===== config.mk =====
export PLATFORM = sky130hd
export DESIGN_NAME = hps_pio_irq
export DESIGN_NICKNAME = d
export VERILOG_FILES = /design/src/rtl/hps_pio_irq.sv
export SDC_FILE = /design/constraint.sdc
export NUM_CORES = 1
export LEC_CHECK = 0
export BUFFER_PORTS_ARGS = -buffer_cell sky130_fd_sc_hd__clkbuf_2
export CORE_ASPECT_RATIO = 1.75
export CORE_MARGIN = 1.5
export CORE_UTILIZATION = 35
export CTS_BUF_LIST = sky130_fd_sc_hd__clkbuf_16
export DETAILED_ROUTE_END_ITERATION = 8
export PLACE_DENSITY = 0.69
export SLEW_MARGIN = 20
export SYNTH_ARGS = -nofsm -noshare
export SYNTH_HDL_FRONTEND = slang
export SYNTH_SLANG_ARGS = --single-unit

===== constraint.sdc =====
create_clock -name clk -period 1.7 [get_ports clk]
set_input_delay 0.17 -clock clk [delete_from_list [all_inputs] [get_ports clk]]
set_output_delay 0.17 -clock clk [all_outputs]
set_load 0.01 [all_outputs]

===== src/rtl/hps_pio_irq.sv =====
// Avalon-MM parallel I/O slave with synchronised inputs and per-bit
// level or edge interrupts, sticky W1C edge capture and atomic set/clear.
//
// Ports:
//   clk, reset_n          clock, async active-low reset
//   address[2:0]          word register address
//   chipselect, write_n   bus select and active-low write strobe
//   writedata[31:0]       write data (bits >= DATA_WIDTH ignored)
//   in_port[W-1:0]        external inputs, async to clk
//   readdata[31:0]        registered read data
//   out_port[W-1:0]       output data register
//   irq                   level interrupt request
module hps_pio_irq #(
  parameter int unsigned DATA_WIDTH  = 8,
  parameter int unsigned SYNC_STAGES = 2,
  parameter int unsigned EDGE_TYPE   = 0,
  parameter logic [DATA_WIDTH-1:0] OUT_RESET = '0
) (
  input  logic                  clk,
  input  logic                  reset_n,
  input  logic [2:0]            address,
  input  logic                  chipselect,
  input  logic                  write_n,
  input  logic [31:0]           writedata,
  input  logic [DATA_WIDTH-1:0] in_port,
  output logic [31:0]           readdata,
  output logic [DATA_WIDTH-1:0] out_port,
  output logic                  irq
);

  localparam int W = DATA_WIDTH;

  logic [W-1:0] sin;
  logic [W-1:0] prev_q;
  logic         armed_q;
  logic [W-1:0] out_q, out_d;
  logic [W-1:0] mode_q, mode_d;
  logic [W-1:0] mask_q, mask_d;
  logic [W-1:0] edge_q, edge_d;
  logic [W-1:0] clr;
  logic [31:0]  rd_q, rd_d;
  logic [W-1:0] wdata;
  logic [W-1:0] rise, fall, ev;
  logic         wr;
  logic         wr_data, wr_mode, wr_mask;
  logic         wr_edge, wr_set, wr_clr;
  logic         unused_wd;

  assign wdata     = writedata[W-1:0];
  assign unused_wd = ^writedata;

  generate
    if (SYNC_STAGES == 0) begin : g_nosync
      assign sin = in_port;
    end else begin : g_sync
      logic [W-1:0] sync_q [SYNC_STAGES];
      always_ff @(posedge clk or negedge reset_n) begin
        if (!reset_n) begin
          for (int i = 0; i < SYNC_STAGES; i++)
            sync_q[i] <= '0;
        end else begin
          sync_q[0] <= in_port;
          for (int i = 1; i < SYNC_STAGES; i++)
            sync_q[i] <= sync_q[i-1];
        end
      end
      assign sin = sync_q[SYNC_STAGES-1];
    end
  endgenerate

  assign rise = sin & ~prev_q;
  assign fall = ~sin & prev_q;

  generate
    if (EDGE_TYPE == 0) begin : g_rise
      assign ev = rise;
    end else if (EDGE_TYPE == 1) begin : g_fall
      assign ev = fall;
    end else begin : g_any
      assign ev = rise | fall;
    end
  endgenerate

  assign wr      = chipselect & ~write_n;
  assign wr_data = wr && (address == 3'd0);
  assign wr_mode = wr && (address == 3'd1);
  assign wr_mask = wr && (address == 3'd2);
  assign wr_edge = wr && (address == 3'd3);
  assign wr_set  = wr && (address == 3'd4);
  assign wr_clr  = wr && (address == 3'd5);

  always_comb begin
    out_d  = out_q;
    mode_d = mode_q;
    mask_d = mask_q;
    clr    = '0;
    unique case (1'b1)
      wr_data: out_d  = wdata;
      wr_mode: mode_d = wdata;
      wr_mask: mask_d = wdata;
      wr_edge: clr    = wdata;
      wr_set:  out_d  = out_q | wdata;
      wr_clr:  out_d  = out_q & ~wdata;
      default: ;
    endcase
  end

  // A fresh event beats a same-cycle clear; nothing is captured
  // until armed, so the reset value of prev cannot fake an edge.
  assign edge_d = (edge_q & ~clr) | (ev & {W{armed_q}});

  always_comb begin
    rd_d = '0;
    unique case (address)
      3'd0:    rd_d[W-1:0] = sin;
      3'd1:    rd_d[W-1:0] = mode_q;
      3'd2:    rd_d[W-1:0] = mask_q;
      3'd3:    rd_d[W-1:0] = edge_q;
      default: rd_d = '0;
    endcase
  end

  always_ff @(posedge clk or negedge reset_n) begin
    if (!reset_n) begin
      prev_q  <= '0;
      armed_q <= 1'b0;
      out_q   <= OUT_RESET;
      mode_q  <= '0;
      mask_q  <= '0;
      edge_q  <= '0;
      rd_q    <= '0;
    end else begin
      prev_q  <= sin;
      armed_q <= 1'b1;
      out_q   <= out_d;
      mode_q  <= mode_d;
      mask_q  <= mask_d;
      edge_q  <= edge_d;
      rd_q    <= rd_d;
    end
  end

  assign readdata = rd_q;
  assign out_port = out_q;
  assign irq = |(mask_q & ((mode_q & edge_q) | (~mode_q & sin)));

endmodule


==> impl_metrics.env, run 1 <==
export IMPL_synth_mux_area_frac=0.176
export IMPL_rrSetupSlack_ns=0.47
export IMPL_synth_top_family_by_area="multiplexers"
export IMPL_clkTransAtPathRegs_ns=0.05
export IMPL_die_w_um=71.3
export IMPL_clk_latency_ns=0.33
export IMPL_fmax_mhz=586
export IMPL_cts_sinks=65
export IMPL_n_fill_cell=718
export IMPL_firstDrtPassIters=4
export IMPL_synth_xor_xnor_area_share=0
export IMPL_reg2reg_depth=3
export IMPL_wire_per_inst_um=14.5
export IMPL_dieArea_um2=8730
export IMPL_fin_ws_ns=-0.00770
export IMPL_hp_class="input port to register"
export IMPL_grt_overflow_total=0
export IMPL_diodes=0
export IMPL_drive_gt1_frac=0.343
export IMPL_internal_power_w=0.00337
export IMPL_fin_crit_ns=1.71
export IMPL_num_vias=1755
export IMPL_max_cap_viol_count=0
export IMPL_power_density_nw_per_um2=1240
export IMPL_ios=88
export IMPL_pwr_share_seq=0.429
export IMPL_cts_buffer_depth=2
export IMPL_ys_types=24
export IMPL_sw_frac_of_total=0.229
export IMPL_pwr_share_comb=0.146
export IMPL_grt_pass1_vias=1769
export IMPL_cts_root_buf="clkbuf_16"
export IMPL_synth_compound_area_share=0.0727
export IMPL_rsz0062_at_grt="yes"
export IMPL_coreArea_um2=7910
export IMPL_reg2reg_to="readdata[4]"
export IMPL_r2r_start="mode_q[4]"
export IMPL_violations="negative setup slack"
export IMPL_ys_seq_elements=65
export IMPL_crit_path_cell_trace="mux2_2 -> a22oi_1 -> nand4_1 -> clkbuf_2"
export IMPL_yosys_area_share_simple=0.0855
export IMPL_place_congestion=0.815
export IMPL_grt_pass1_wl_mm=8.65
export IMPL_layout_commonest_cell="dfrtp_1"
export IMPL_numCtsBuffers=9
export IMPL_p_leak_nw=1.65
export IMPL_grt_usage=0.133
export IMPL_initial_core_util=0.361
export IMPL_wl_mm=5.26
export IMPL_crit_slowest_cell="dfrtp_1"
export IMPL_crit_required_ns=1.53
export IMPL_power_share_clock=0.426
export IMPL_finalMaxSlewViolations=0
export IMPL_hold_path_cell_count=3
export IMPL_syn_area_per_cell_um2=13.7
export IMPL_grt_max_degree=51
export IMPL_yosysSeqAreaShare=0.570
export IMPL_yosys_warnings=0
export IMPL_hold_viol=0
export IMPL_critPathCaptureType="output port"
export IMPL_final_cell_mix="65 x dfrtp_1, 39 x clkbuf_2, 25 x conb_1"
export IMPL_netlist_area_um2=2860
export IMPL_outcome="finished, violations left"
export IMPL_cp_max_fo=2
export IMPL_crit_type="register to output port"
export IMPL_peakVddDrop_mv=0.588
export IMPL_synth_cells=209
export IMPL_p_sw_w=0.00100
export IMPL_start_kind="register"
export IMPL_portBuffers=39
export IMPL_crit_arrival_ns=1.54
export IMPL_drc=0
export IMPL_syn_to_final_growth_pct=23.7
export IMPL_dieHeight_um=122
export IMPL_final_antenna_net_count=0
export IMPL_drt_iter0_markers=140
export IMPL_cts_tree="yes"
export IMPL_num_rows=43
export IMPL_power_total_w=0.00437
export IMPL_timing_critical_path_from="mode_q[4]"
export IMPL_cp_endpoint="irq"
export IMPL_dpl_hpwl_mm=3.74
export IMPL_nets=317
export IMPL_fin_hold_ws_ns=0.142
export IMPL_finalCritPeriodShare=1.00
export IMPL_vias_per_cell=4.82
export IMPL_synth_fa_ha_area_frac=0
export IMPL_critPathMaxStageDelay_ns=0.36
export IMPL_finalSetupViolCount=1
export IMPL_antenna_found_initial=0
export IMPL_h_tree_depth=3
export IMPL_finClkSkew_ns=0.00532
-- flip-flops by register name, summed over array words and instances (netlist names) --
register       cells
armed_q            1
edge_q             8
g_sync.sync_q      8
mask_q             8
mode_q             8
out_port           8
prev_q             8
readdata           8
sin                8
-- metrics by stage --
step | worst slack [ns] | utilization | TNS [ns] | cell area (um2) | instances
after floorplan | 0.00268 | - | 0 | 2950 | 232
after CTS | -0.0110 | 0.447 | -0.0110 | 3530 | 364
after global routing | -0.0442 | 0.447 | -0.0442 | 3530 | 364
after detailed placement | 0.0607 | 0.393 | 0 | 3110 | 337
after global placement | 0.0666 | 0.393 | 0 | 3110 | 337
final | -0.00770 | 0.447 | -0.00770 | 3530 | 364
-- final cells by class --
class | count | area [um2] | area share
Sequential cell | 65 | 1630 | 0.461
Multi-Input combinational cell | 125 | 1060 | 0.300
Timing Repair Buffer | 63 | 410 | 0.116
Clock buffer | 9 | 225 | 0.0638
Tap cell | 90 | 113 | 0.0319
Clock inverter | 6 | 76.3 | 0.0216
Inverter | 6 | 22.5 | 0.00638
-- worst min-delay path by stage --
stage / startpoint / endpoint / slack [ns]
6_report: writedata[1] / out_port[1] / 0.14
5_1_grt: writedata[1] / out_port[1] / 0.15
4_1_cts: writedata[1] / out_port[1] / 0.13
3_5_place_dp: reset_n / g_sync.sync_q[14] / 0.13
3_3_place_gp: reset_n / g_sync.sync_q[11] / 0.12
2_1_floorplan: reset_n / armed_q / -0.13
-- Yosys cell counts --
| cell | number | area (um2) |
|---|---|---|
| mux4_2 | 2 | 45.0 |
| nand2_1 | 2 | 7.51 |
| conb_1 | 2 | 7.51 |
| a22oi_1 | 4 | 30.0 |
| o31ai_1 | 8 | 60.1 |
| mux2_2 | 16 | 180 |
| buf_6 | 2 | 22.5 |
| nand3_1 | 8 | 40.0 |
| o2bb2ai_1 | 2 | 17.5 |
| dfrtp_1 | 65 | 1630 |
| inv_1 | 6 | 22.5 |
| nand4_1 | 1 | 6.26 |
| clkbuf_1 | 4 | 15.0 |
| buf_4 | 24 | 180 |
| buf_2 | 3 | 15.0 |
| o21ai_0 | 8 | 40.0 |
| a32o_1 | 6 | 60.1 |
| or3b_1 | 2 | 17.5 |
| mux4_1 | 6 | 158 |
| nor4bb_1 | 1 | 10.0 |
| nand2b_1 | 8 | 50.1 |
| mux2_4 | 8 | 120 |
| nor2b_1 | 18 | 113 |
| buf_1 | 3 | 11.3 |
-- power groups by stage --
stage	logic [W]	registers (W)	clock network, W
finish	0.000637	0.00187	0.00186
CTS	0.000646	0.00187	0.00191
global placement	0.000575	0.00188	0
floorplan	0.000408	0.00189	0
global route	0.000698	0.00190	0.00197
detailed placement	0.000594	0.00190	0
-- layer usage --
metal / share of wire / track usage / vias to the layer above
met5: 0 / 0 / -
met2: 0.54 / 0.227 / 63
met3: 0.042 / 0.0279 / 16
met4: 0.038 / 0.101 / 0
li1: - / - / 815
met1: 0.38 / 0.141 / 861
-- what timing repair did --
item,CTS,global route
endpoints found under the hold margin,23,0
cloned,0,0
buffers inserted,3,0
setup endpoints to repair,1,1
hold buffers,9,0
pin swaps,3,0
gates resized for setup,2,0
-- logic make-up (layout without fill, tap and decap cells) --
group,Yosys count,after routing
AND/OR/NAND/NOR,40,40
buffers and inverters,42,84
other,2,25
flip-flops,65,65
multiplexers,32,32
AO/OA/AOI/OAI,28,28
-- worst max-delay path, delay by kind of cell (launching register included) --
kind / cells / cell delay [ns]
AND/OR/NAND/NOR: 1 / 0.15
flip-flops: 1 / 0.36
AO/OA/AOI/OAI: 1 / 0.21
multiplexers: 1 / 0.34
buffers and inverters: 1 / 0.15
Note: power is estimated with default switching activity, not from simulation.
==> inputs of run 2 (changes only) <==
--- a/config.mk
+++ b/config.mk
@@ -7,11 +7,10 @@
 export LEC_CHECK = 0
 export BUFFER_PORTS_ARGS = -buffer_cell sky130_fd_sc_hd__clkbuf_2
 export CORE_ASPECT_RATIO = 1.75
-export CORE_MARGIN = 1.5
-export CORE_UTILIZATION = 35
+export CORE_UTILIZATION = 55
 export CTS_BUF_LIST = sky130_fd_sc_hd__clkbuf_16
 export DETAILED_ROUTE_END_ITERATION = 8
-export PLACE_DENSITY = 0.69
+export PLACE_DENSITY = 0.95
 export SLEW_MARGIN = 20
 export SYNTH_ARGS = -nofsm -noshare
 export SYNTH_HDL_FRONTEND = slang
==> impl_metrics.env, run 2 (synthesized netlist as in run 1, its figures left out) <==
export IMPL_hold_viol=0
export IMPL_num_vias=1796
export IMPL_drt_iter0_markers=30
export IMPL_clkTransAtPathRegs_ns=0.05
export IMPL_n_fill_cell=370
export IMPL_nets=315
export IMPL_clk_latency_ns=0.32
export IMPL_finalCritPeriodShare=1.01
export IMPL_finalMaxSlewViolations=0
export IMPL_final_cell_mix="65 x dfrtp_1, 39 x clkbuf_2, 25 x conb_1"
export IMPL_wire_per_inst_um=16.3
export IMPL_final_antenna_net_count=0
export IMPL_fin_ws_ns=-0.0228
export IMPL_p_leak_nw=1.64
export IMPL_h_tree_depth=3
export IMPL_critPathMaxStageDelay_ns=0.36
export IMPL_reg2reg_to="readdata[2]"
export IMPL_dpl_hpwl_mm=3.65
export IMPL_peakVddDrop_mv=1.18
export IMPL_outcome="finished, violations left"
export IMPL_rrSetupSlack_ns=0.45
export IMPL_dpl_worst_slack_ns=0.0253
export IMPL_cts_sinks=65
export IMPL_violations="negative setup slack"
export IMPL_cp_endpoint="irq"
export IMPL_max_cap_viol_count=0
export IMPL_diodes=0
export IMPL_multiInputGateArea_um2=1060
export IMPL_crit_arrival_ns=1.55
export IMPL_start_kind="register"
export IMPL_antenna_found_initial=0
export IMPL_path_buf_inv=1
export IMPL_finClkSkew_ns=0.00298
export IMPL_crit_type="register to output port"
export IMPL_cp_depth=4
export IMPL_power_density_nw_per_um2=1260
export IMPL_seq_area_um2=1630
export IMPL_drc=0
export IMPL_fmax_mhz=580
export IMPL_fin_crit_ns=1.72
export IMPL_crit_path_cell_trace="mux2_2 -> a22oi_2 -> nand4_1 -> clkbuf_2"
export IMPL_cts_root_buf="clkbuf_16"
export IMPL_cts_buffer_depth=2
export IMPL_tns_ns=-0.0228
export IMPL_num_rows=34
export IMPL_fin_area_um2=3480
export IMPL_dieHeight_um=97.3
export IMPL_grt_pass1_wl_mm=8.93
export IMPL_reg2reg_depth=3
export IMPL_grt_overflow_total=0
export IMPL_crit_slowest_cell="dfrtp_1"
export IMPL_hp_class="input port to register"
export IMPL_firstDrtPassIters=4
export IMPL_cts_tree="yes"
export IMPL_drive_gt1_frac=0.335
export IMPL_dieArea_um2=5490
export IMPL_ios=88
export IMPL_wl_mm=5.30
export IMPL_die_w_um=56.5
export IMPL_portBuffers=39
export IMPL_critPathCaptureType="output port"
export IMPL_grt_usage=0.222
export IMPL_grt_pass1_vias=1864
export IMPL_grt_max_degree=66
export IMPL_coreArea_um2=4980
export IMPL_layout_commonest_cell="dfrtp_1"
export IMPL_numCtsBuffers=9
export IMPL_postPlaceCellArea_um2=3060
export IMPL_initial_core_util=0.574
export IMPL_vias_per_cell=5.51
export IMPL_syn_to_final_growth_pct=22.0
export IMPL_r2r_start="mode_q[2]"
export IMPL_place_congestion=0.790
export IMPL_timing_critical_path_from="mode_q[2]"
export IMPL_finalSetupViolCount=1
export IMPL_cp_max_fo=2
export IMPL_rsz0062_at_grt="yes"
export IMPL_crit_required_ns=1.53
export IMPL_critPathTopFamily="flip-flops"
==> run 2: changes by cell type in the layout (fill, tap and decap cells not counted), sizes merged <==
cell and change:
inv -1, clkinv +1, buf -2
==> run 2: through the flow <==
step | utilization | hold slack, ns | total power (W) | cells
floorplan | - | -0.126 | 0.00229 | 232
global placement | 0.615 | 0.200 | 0.00244 | 299
detailed placement | 0.615 | 0.220 | 0.00249 | 299
CTS | 0.700 | 0.103 | 0.00441 | 326
global route | 0.700 | 0.130 | 0.00457 | 326
finish | 0.700 | 0.121 | 0.00438 | 326
==> run 2: layout make-up <==
type                            instances  area share
Timing Repair Buffer                   61       0.117
Inverter                                6     0.00647
Sequential cell                        65       0.467
Clock inverter                          6      0.0216
Multi-Input combinational cell        125       0.304
Tap cell                               54      0.0194
Clock buffer                            9      0.0647
==> run 2: worst min path at each step <==
stage / slack [ns] / cells past startpoint / endpoint / start
finish: 0.12 / 2 / readdata[2] / address[2]
global placement: 0.20 / 2 / g_sync.sync_q[10] / reset_n
floorplan: -0.13 / 0 / armed_q / reset_n
detailed placement: 0.22 / 2 / g_sync.sync_q[8] / reset_n
global route: 0.13 / 2 / readdata[2] / address[2]
CTS: 0.10 / 2 / readdata[0] / address[2]
==> run 2: routing by layer <==
| layer | vias up | share of wire | global-route usage |
|---|---|---|---|
| met2 | 67 | 0.53 | 0.357 |
| met3 | 21 | 0.036 | 0.0479 |
| met4 | 0 | 0.045 | 0.165 |
| met1 | 902 | 0.39 | 0.253 |
| met5 | - | 0 | 0 |
| li1 | 806 | - | - |
==> run 2: power breakdown <==
group	leakage, nW	switching (W)	internal, W
logic	0.725	0.000275	0.000371
registers	0.768	0.000132	0.00174
clock network	0.149	0.000602	0.00125
==> run 2: repair_timing <==
action                                  in CTS  in global routing
setup buffers                                3                  0
hold endpoints to repair                    73                  0
pin swaps                                    1                  0
resized for setup                            2                  0
hold buffers                                 9                  0
endpoints found under the setup margin       1                  1
